`src/rtl/imem_load_ctrl_if.sv`:
```
// Byte-stream loader bus: load request, byte source handshake, instruction memory write port
// and status back to the host.
interface imem_load_ctrl_if #(
  parameter int unsigned ADDR_W = 5,
  parameter int unsigned LEN_W  = 6
);
  logic              load_start;
  logic [LEN_W-1:0]  load_len;
  logic              byte_valid;
  logic [7:0]        byte_data;
  logic              byte_ready;
  logic              mem_we;
  logic [ADDR_W-1:0] mem_addr;
  logic [7:0]        mem_wdata;
  logic              cpu_hold;
  logic              load_done;
  logic              load_err;
  logic [7:0]        load_sum;

  modport master (
    output load_start, load_len, byte_valid, byte_data,
    input  byte_ready, mem_we, mem_addr, mem_wdata, cpu_hold, load_done, load_err, load_sum
  );

  modport slave (
    input  load_start, load_len, byte_valid, byte_data,
    output byte_ready, mem_we, mem_addr, mem_wdata, cpu_hold, load_done, load_err, load_sum
  );
endinterface

```
`src/rtl/imem_load_ctrl.sv`:
```
// Program loader: streams a little-endian byte image into instruction memory while holding the
// core, with length validation, idle timeout and a running modulo-256 checksum.
module imem_load_ctrl #(
  parameter int unsigned DEPTH_BYTES = 32,
  parameter int unsigned TIMEOUT     = 1024
) (
  input  logic            clk,
  input  logic            rst_n,
  imem_load_ctrl_if.slave bus_io
);
  localparam int unsigned ADDR_W = $clog2(DEPTH_BYTES);
  localparam int unsigned LEN_W  = ADDR_W + 1;
  localparam int unsigned IdleW  = $clog2(TIMEOUT + 1);

  typedef enum logic [1:0] {StIdle, StLoad, StDone, StErr} state_e;

  state_e              state_q, state_d;
  logic [LEN_W-1:0]    cnt_q, cnt_d;
  logic [LEN_W-1:0]    len_q, len_d;
  logic [IdleW-1:0]    idle_q, idle_d;
  logic [7:0]          sum_q, sum_d;
  logic                we_q, we_d;
  logic [ADDR_W-1:0]   addr_q, addr_d;
  logic [7:0]          wdata_q, wdata_d;
  logic                err_pulse_q, err_pulse_d;

  logic len_ok, accept, last_byte, idle_hit, start;

  assign len_ok    = (bus_io.load_len != '0) && (bus_io.load_len[1:0] == 2'b00) &&
                     (bus_io.load_len <= LEN_W'(DEPTH_BYTES));
  assign accept    = (state_q == StLoad) && bus_io.byte_valid;
  assign last_byte = (cnt_q == len_q - 1'b1);
  assign idle_hit  = (idle_q == IdleW'(TIMEOUT - 1));
  assign start     = ((state_q == StIdle) || (state_q == StErr)) && bus_io.load_start && len_ok;

  always_ff @(posedge clk or negedge rst_n) begin
    if (!rst_n) begin
      state_q     <= StIdle;
      cnt_q       <= '0;
      len_q       <= '0;
      idle_q      <= '0;
      sum_q       <= '0;
      we_q        <= 1'b0;
      addr_q      <= '0;
      wdata_q     <= '0;
      err_pulse_q <= 1'b0;
    end else begin
      state_q     <= state_d;
      cnt_q       <= cnt_d;
      len_q       <= len_d;
      idle_q      <= idle_d;
      sum_q       <= sum_d;
      we_q        <= we_d;
      addr_q      <= addr_d;
      wdata_q     <= wdata_d;
      err_pulse_q <= err_pulse_d;
    end
  end

  // Acceptance is tested before the idle limit so a last byte arriving on the timeout cycle wins.
  always_comb begin
    state_d = state_q;
    unique case (state_q)
      StIdle, StErr: if (start) state_d = StLoad;
      StLoad: begin
        if (accept) begin
          if (last_byte) state_d = StDone;
        end else if (idle_hit) begin
          state_d = StErr;
        end
      end
      StDone:  state_d = StIdle;
      default: state_d = StIdle;
    endcase
  end

  always_comb begin
    cnt_d       = cnt_q;
    len_d       = len_q;
    idle_d      = idle_q;
    sum_d       = sum_q;
    we_d        = 1'b0;
    addr_d      = addr_q;
    wdata_d     = wdata_q;
    err_pulse_d = (state_q == StIdle) && bus_io.load_start && !len_ok;
    if (start) begin
      cnt_d  = '0;
      idle_d = '0;
      sum_d  = '0;
      len_d  = bus_io.load_len;
    end else if (accept) begin
      we_d    = 1'b1;
      addr_d  = cnt_q[ADDR_W-1:0];
      wdata_d = bus_io.byte_data;
      sum_d   = sum_q + bus_io.byte_data;
      cnt_d   = cnt_q + 1'b1;
      idle_d  = '0;
    end else if (state_q == StLoad) begin
      idle_d = idle_q + 1'b1;
    end
  end

  always_comb begin
    bus_io.byte_ready = (state_q == StLoad);
    bus_io.cpu_hold   = (state_q != StIdle);
    bus_io.load_done  = (state_q == StDone);
    bus_io.load_err   = (state_q == StErr) || err_pulse_q;
    bus_io.mem_we     = we_q;
    bus_io.mem_addr   = addr_q;
    bus_io.mem_wdata  = wdata_q;
    bus_io.load_sum   = sum_q;
  end
endmodule
```
`src/flat_wrapper.sv`:
```
// flat-port wrapper written by rule: the top's interface ports become plain ports
module imem_load_ctrl_flat 
#(
  parameter int unsigned DEPTH_BYTES = 32,
  parameter int unsigned TIMEOUT     = 1024
)
  (clk, rst_n, bus_io_load_start, bus_io_load_len, bus_io_byte_valid, bus_io_byte_data, bus_io_byte_ready, bus_io_mem_we, bus_io_mem_addr, bus_io_mem_wdata, bus_io_cpu_hold, bus_io_load_done, bus_io_load_err, bus_io_load_sum);
  imem_load_ctrl_if bus_io_i ();
  input  logic clk;
  input  logic rst_n;
  input wire logic [$bits(bus_io_i.load_start)-1:0] bus_io_load_start;
  input wire logic [$bits(bus_io_i.load_len)-1:0] bus_io_load_len;
  input wire logic [$bits(bus_io_i.byte_valid)-1:0] bus_io_byte_valid;
  input wire logic [$bits(bus_io_i.byte_data)-1:0] bus_io_byte_data;
  output wire logic [$bits(bus_io_i.byte_ready)-1:0] bus_io_byte_ready;
  output wire logic [$bits(bus_io_i.mem_we)-1:0] bus_io_mem_we;
  output wire logic [$bits(bus_io_i.mem_addr)-1:0] bus_io_mem_addr;
  output wire logic [$bits(bus_io_i.mem_wdata)-1:0] bus_io_mem_wdata;
  output wire logic [$bits(bus_io_i.cpu_hold)-1:0] bus_io_cpu_hold;
  output wire logic [$bits(bus_io_i.load_done)-1:0] bus_io_load_done;
  output wire logic [$bits(bus_io_i.load_err)-1:0] bus_io_load_err;
  output wire logic [$bits(bus_io_i.load_sum)-1:0] bus_io_load_sum;
  assign bus_io_i.load_start = bus_io_load_start;
  assign bus_io_i.load_len = bus_io_load_len;
  assign bus_io_i.byte_valid = bus_io_byte_valid;
  assign bus_io_i.byte_data = bus_io_byte_data;
  assign bus_io_byte_ready = bus_io_i.byte_ready;
  assign bus_io_mem_we = bus_io_i.mem_we;
  assign bus_io_mem_addr = bus_io_i.mem_addr;
  assign bus_io_mem_wdata = bus_io_i.mem_wdata;
  assign bus_io_cpu_hold = bus_io_i.cpu_hold;
  assign bus_io_load_done = bus_io_i.load_done;
  assign bus_io_load_err = bus_io_i.load_err;
  assign bus_io_load_sum = bus_io_i.load_sum;
  imem_load_ctrl #(.DEPTH_BYTES(DEPTH_BYTES), .TIMEOUT(TIMEOUT)) u_core (.clk(clk), .rst_n(rst_n), .bus_io(bus_io_i));
endmodule
```
`config.mk`:
```
export PLATFORM = sky130hd
export DESIGN_NAME = imem_load_ctrl_flat
export DESIGN_NICKNAME = d
export VERILOG_FILES = /design/src/rtl/imem_load_ctrl_if.sv /design/src/rtl/imem_load_ctrl.sv /design/src/flat_wrapper.sv
export SDC_FILE = /design/constraint.sdc
export NUM_CORES = 1
export LEC_CHECK = 0
export CORE_ASPECT_RATIO = 1.75
export CORE_MARGIN = 10
export CORE_UTILIZATION = 57
export DETAILED_ROUTE_END_ITERATION = 8
export GPL_TIMING_DRIVEN = 1
export PLACE_DENSITY = 0.84
export SKIP_CTS_REPAIR_TIMING = 1
export SYNTH_ARGS = -nofsm -noshare
export SYNTH_HDL_FRONTEND = slang
export SYNTH_SLANG_ARGS = --single-unit
```
`constraint.sdc`:
```
create_clock -name clk -period 3.1 [get_ports clk]
set_clock_uncertainty 0.15 [all_clocks]
set_input_delay 0.465 -clock clk [delete_from_list [all_inputs] [get_ports clk]]
set_output_delay 0.465 -clock clk [all_outputs]
set_load 0.02 [all_outputs]
```
# Word level (Yosys, flattened, before mapping)
# Cells that the tools add are included.
dict set report totals {
  regBits 48
  latch_bits 0
  mem_bits_rw 0
  mem_bits_ro 0
  inputBits 18
  out_inout_bits 26
  elab_cells 56
  n_memories 0
}
dict set report op_classes {
  addsub 4
  multipliers 0
  div_mod_pow 0
  magnitude_cmp 1
  eq_ne 8
  n_shift 0
  mux 14
  bitwise 1
  n_reduce_logical 19
}
# operator n
set ops {}
lappend ops {{$mux W11} 3}
lappend ops {{$mux W8} 2}
lappend ops {{$mux W6} 2}
lappend ops {{$add A11 B1 Y11 const B} 1}
lappend ops {{$eq A11 B10 Y1 const B} 1}
lappend ops {{$add A8 B8 Y8} 1}
lappend ops {{$mux W2} 4}
lappend ops {{$logic_and A1 B1 Y1} 7}
lappend ops {{$add A6 B1 Y6 const B} 1}
lappend ops {{$eq A6 B6 Y1} 1}
lappend ops {{$le A6 B6 Y1 const B} 1}
lappend ops {{$pmux W2 S3} 1}
lappend ops {{$reduce_bool A6 Y1} 1}
lappend ops {{$sub A6 B1 Y6 const B} 1}
lappend ops {{$eq A2 B2 Y1 const B} 2}
lappend ops {{$logic_not A2 Y1} 2}
lappend ops {{$reduce_bool A2 Y1} 2}
lappend ops {{$ne A3 B1 Y1 const B} 1}
lappend ops {{$ne A3 B3 Y1 const B} 1}
lappend ops {{$reduce_and A3 Y1} 1}
lappend ops {{$reduce_bool A3 Y1} 1}
lappend ops {{$eq A2 B1 Y1 const B} 1}
lappend ops {{$logic_or A1 B1 Y1} 2}
lappend ops {{$mux W1} 2}
lappend ops {{5 further kinds} 5}

# Depth between registers and ports, before layout
dict set report logic_depth {
  ltp_word 6
  ltp_mapped 8
  ltp_nobuf 8
}

# Least setup slack after synthesis
# Ideal clock, no wire load.
dict set report synth_path {
  kind {flip-flop to flip-flop}
  startpoint {register u_core.sum_q[1] (netlist: u_core.bus_io.load_sum[1])}
  endpoint {register u_core.sum_q[7] (netlist: u_core.bus_io.load_sum[7])}
  setup_ns 0.134
  t_arrival_ns 1.856
  required_ns 2.816
  path_slack_ns 0.960
  path_stages_with_launch 7
  n_path_buf 0
  synth_period_minus_slack_ns 2.140
  cell_sequence {dfrtp_1 > ha_1 > a211oi_1 > o21ai_0 > a2111oi_0 > a211o_1 > o31ai_2}
}
dict set report synth_between {
  elab_chain_cells 3
}
# element line
set synth_rtl {}
lappend synth_rtl {{start, declared} imem_load_ctrl.sv:21} ;# logic [7:0] sum_q, sum_d;
lappend synth_rtl {{start signal, assigned} imem_load_ctrl.sv:52} ;# sum_q <= sum_d;
lappend synth_rtl {{$add A8 B8 Y8} imem_load_ctrl.sv:95} ;# sum_d = sum_q + bus_io.byte_data;
lappend synth_rtl {{$mux W8} imem_load_ctrl.sv:91} ;# end else if (accept) begin
lappend synth_rtl {{$mux W8} imem_load_ctrl.sv:86} ;# if (start) begin
# No other way between the ends. The select of a mux whose other input is x is not followed.
# A chain may end at the register's enable or synchronous reset.

# Worst setup path after layout
dict set report layout_path {
  startpoint {register u_core.state_q[1]}
  endpoint {output port bus_io_byte_ready}
}
dict set report layout_between {
  elab_chain_cells 1
}
# element line
set layout_rtl {}
lappend layout_rtl {{start, declared} imem_load_ctrl.sv:17} ;# state_e state_q, state_d;
lappend layout_rtl {{start signal, assigned} imem_load_ctrl.sv:38} ;# state_q <= StIdle;
lappend layout_rtl {{start signal, assigned} imem_load_ctrl.sv:48} ;# state_q <= state_d;
lappend layout_rtl {{$eq A2 B1 Y1} imem_load_ctrl.sv:104} ;# bus_io.byte_ready = (state_q == StLoad);
lappend layout_rtl {{end, declared} flat_wrapper.sv:15} ;# output wire logic [$bits(bus_io_i.byte_ready)-1:0] bus_io_byte_ready;
# No other way between the ends.

==> impl_results.rst <==
.. list-table::
   :header-rows: 1

   * - Metric
     - Value
   * - Total wire length after detailed routing
     - 5.98 mm
   * - Total Nets Final
     - 359
   * - Routability-driven placement congestion ratio
     - 0.831
   * - Post-route worst setup slack
     - 0.599 ns
   * - Port Buffer Count
     - 43
   * - Critical path's top delay family
     - buffers and inverters
   * - Pre-CTS worst setup slack
     - 0.371 ns
   * - Cells along the critical path
     - inv_1 -> ha_1 -> clkdlybuf4s50_1
   * - Cells after synthesis
     - 282
   * - Result of the run
     - finished, final reports clean
   * - Number of buffers created by CTS
     - 5
   * - Unrepaired setup endpoints after global routing
     - false
   * - Transition time of the tightest slew-check pin
     - 1.05 ns
   * - Type of destination of the critical path
     - output port
   * - Post-DP HPWL
     - 4.57 mm
   * - Share of cell area taken by muxes after synthesis
     - 3.16%
   * - Cell Count Post-Placement
     - 371
   * - Synthesized cell area
     - 2700 um2
   * - Static leakage
     - 1.49 nW
   * - Net Count, Synth
     - 315
   * - Synthesized area divided by synthesized cell count
     - ~9.6 um2
   * - Count of endpoints failing setup in the final report
     - 0
   * - Maximum clock frequency
     - approximately 400 MHz
   * - Xor/xnor share of the synthesized area
     - under 10%
   * - Area after DPL
     - 3160 um2
   * - Utilization after layout
     - 70.2%
   * - Clock buffer depth
     - 2
   * - Sequential area share after synthesis
     - ~45%
   * - Final cell count without fillers
     - approximately 380
   * - Initial standard-cell utilization of the core
     - 58.3%
   * - Cell variety after synth
     - 54
   * - Total chip power
     - 3.04 mW
   * - Vias after detailed routing
     - roughly 2,200
   * - Number of levels in the clock H-tree
     - 2
   * - Maxcap violations
     - 0
   * - DRC violations left
     - 0
   * - Critical-path maximum fanout
     - 9
   * - Die outline area
     - 7990 um2
   * - Worst Setup Start Kind
     - flop
   * - Cell depth of the worst setup path
     - 3
   * - Clock-pin slew of the registers on the worst-case setup and hold paths
     - 0.09 ns
   * - Global routing usage summed across all routing layers
     - 15.8%
   * - Dominant combinational cell family by area after synthesis
     - simple AND/OR/NAND/NOR gates
   * - Ys Warns
     - 0
   * - Via count of the first global-routing pass
     - 2,336
   * - Iteration count of the initial detailed-routing pass
     - 4
   * - Ys async rst share
     - between 90% and 100%
   * - Max stage delay on crit path
     - 0.67 ns
   * - Critical-path top delay cell
     - clkdlybuf4s50_1
   * - Sum of buffers and inverters on the critical path
     - 2
   * - 1st-iter DRT viols
     - 89
   * - Area growth from synthesis to final layout
     - 20.5%
   * - Slack of the worst reg-to-reg path
     - 0.81 ns
   * - Post-synthesis simple-gate area fraction
     - between 20% and 30%
   * - Number of antenna cells inserted
     - 0
   * - Pwr/cell area
     - 936 nW/um2
   * - Vias per cell
     - 5.69
   * - Post-route setup TNS
     - 0 ns
   * - Pins Over Slew Limit
     - 0
   * - Max transition margin
     - 30.2%
   * - Clock tree root buffer cell
     - clkbuf_8
   * - HP Class
     - input port to asynchronous set/reset pin
   * - CORE AREA
     - 4620 um2
   * - WL per Instance
     - 15.8 um
   * - Largest net degree at the start of global routing
     - 49
   * - Clk Latency, worst-skew pair
     - 0.31 ns
   * - # fillers
     - 354
   * - IR Drop Worst-Case VDD
     - 0.652 mV
   * - Cell depth of the worst flop-to-flop path
     - 6
   * - Global-route wire length before repair
     - 10.5 mm
   * - Compound-gate portion of the synthesized area
     - 12.4%
   * - CTS tree
     - built
   * - Flop and latch count out of synthesis
     - 48
   * - Required time of the worst setup path
     - 2.48 ns
   * - Clock period minus worst slack
     - 2.50 ns
   * - Die X
     - roughly 72 um
   * - I/O pin count
     - 44
   * - Final Hold Viols
     - 0
   * - Worst-case hold slack
     - 0.185 ns
   * - Cell Rows
     - 33
   * - Count of flip-flops with a built-in enable after synthesis
     - 0
   * - Adder-cell share of the synthesized area
     - 7.24%
   * - Number of antenna-violating nets in the routed design
     - 0
   * - Number of clock sinks
     - 48
   * - Primary flip-flop cell chosen by synthesis mapping
     - dfrtp_1
   * - Post-route cell area
     - 3250 um2
   * - Overflow left after global routing
     - 0
   * - Worst endpoint data arrival time
     - roughly 1.9 ns
   * - Post-route fraction of the period consumed by the critical path
     - about four fifths
   * - Category of the most critical setup path
     - flop to output port
   * - End of the worst register-to-register path
     - u_core.bus_io.load_sum[7]$_DFFE_PN0P_
   * - Launching point of the worst reg2reg path
     - u_core.bus_io.load_sum[1]$_DFFE_PN0P_
   * - Initial antenna violation count
     - 0
   * - Fraction of layout instances using a drive strength above 1
     - 9.17%
   * - Die extent in y
     - ~110 um
## metal layers
| metal | global-route usage [%] | share of wire [%] | vias up |
|---|---|---|---|
| met5 | 0 | 0 | - |
| met4 | 7.13 | 3.0 | 0 |
| met3 | 4.93 | 5.6 | 16 |
| met2 | 28.9 | 55 | 44 |
| met1 | 15.3 | 36 | 1044 |
| li1 | - | - | 1054 |
## how the worst max path moves through the flow
stage,to,slack (ns),startpoint
5_1_grt,bus_io_byte_ready,0.52,u_core.state_q[1]$_DFFE_PN0P_
6_report,bus_io_byte_ready,0.60,u_core.state_q[1]$_DFFE_PN0P_
2_1_floorplan,u_core.bus_io.load_sum[7]$_DFFE_PN0P_,0.96,u_core.bus_io.load_sum[1]$_DFFE_PN0P_
3_3_place_gp,u_core.bus_io.load_sum[7]$_DFFE_PN0P_,0.36,bus_io_byte_data[1]
4_1_cts,bus_io_byte_ready,0.59,u_core.state_q[1]$_DFFE_PN0P_
3_5_place_dp,u_core.bus_io.load_sum[6]$_DFFE_PN0P_,0.37,bus_io_byte_data[0]
## cell usage in the layout (no fill, tap or decap), types with 5 or more instances in the layout
cell type	synthesis	final
nand4_1	5	5
inv_1	10	10
xnor2_1	7	7
xor2_1	12	12
a21oi_1	11	11
o21ai_0	8	8
nor3_1	7	7
nand2_1	52	52
clkbuf_8	0	5
ha_1	14	14
buf_4	1	5
dfrtp_1	48	48
nor2_1	31	31
clkdlybuf4s50_1	0	42
## synthesized netlist by cell type (3+ instances only)
master	n	share of area, %
o21ai_0	8	1.5
a2bb2oi_1	3	0.98
o211ai_1	3	0.84
mux2i_1	4	1.5
or2_2	3	0.70
mux2_2	4	1.7
nand4_1	5	1.2
nor2_1	31	4.3
nand2_1	52	7.2
a211o_1	3	0.98
clkbuf_1	3	0.42
dfrtp_1	48	45
xor2_1	12	3.9
xnor2_1	7	2.3
ha_1	14	6.5
a21oi_1	11	2.0
inv_1	10	1.4
nor3_1	7	1.3
a31oi_1	3	0.70
buf_2	5	0.93
nor3b_1	4	1.1
## report_power, final
part | switching [mW] | internal, mW
combinational | 0.848 | 0.734
clock | 0.226 | 0.160
sequential | 0.218 | 0.855
total | 1.29 | 1.75
## cells by family after synthesis
| family | Yosys count |
|---|---|
| xor+xnor | 19 |
| fa+ha+maj | 15 |
| simple gates | 122 |
| buf+inv | 23 |
| flops | 48 |
| mux | 8 |
| compound gates | 47 |
## state kept, by name, indices dropped and copies added, names as in the netlist
name	count
u_core.idle_q	11
u_core.cnt_q	6
u_core.bus_io.load_sum	8
u_core.bus_io.mem_addr	5
u_core.bus_io.mem_we	1
u_core.bus_io.mem_wdata	8
u_core.err_pulse_q	1
u_core.len_q	6
u_core.state_q	2
## area by class of cell
class | instances | area [um2] | area share, %
timing repair buffer | 48 | 463 | 14.3
inverter | 12 | 45.0 | 1.39
tap | 52 | 65.1 | 2.00
clock inverter | 3 | 21.3 | 0.655
sequential | 48 | 1200 | 37.0
multi-input combinational | 211 | 1380 | 42.6
clock buffer | 5 | 68.8 | 2.12
Power figures use the tool's default switching activity.
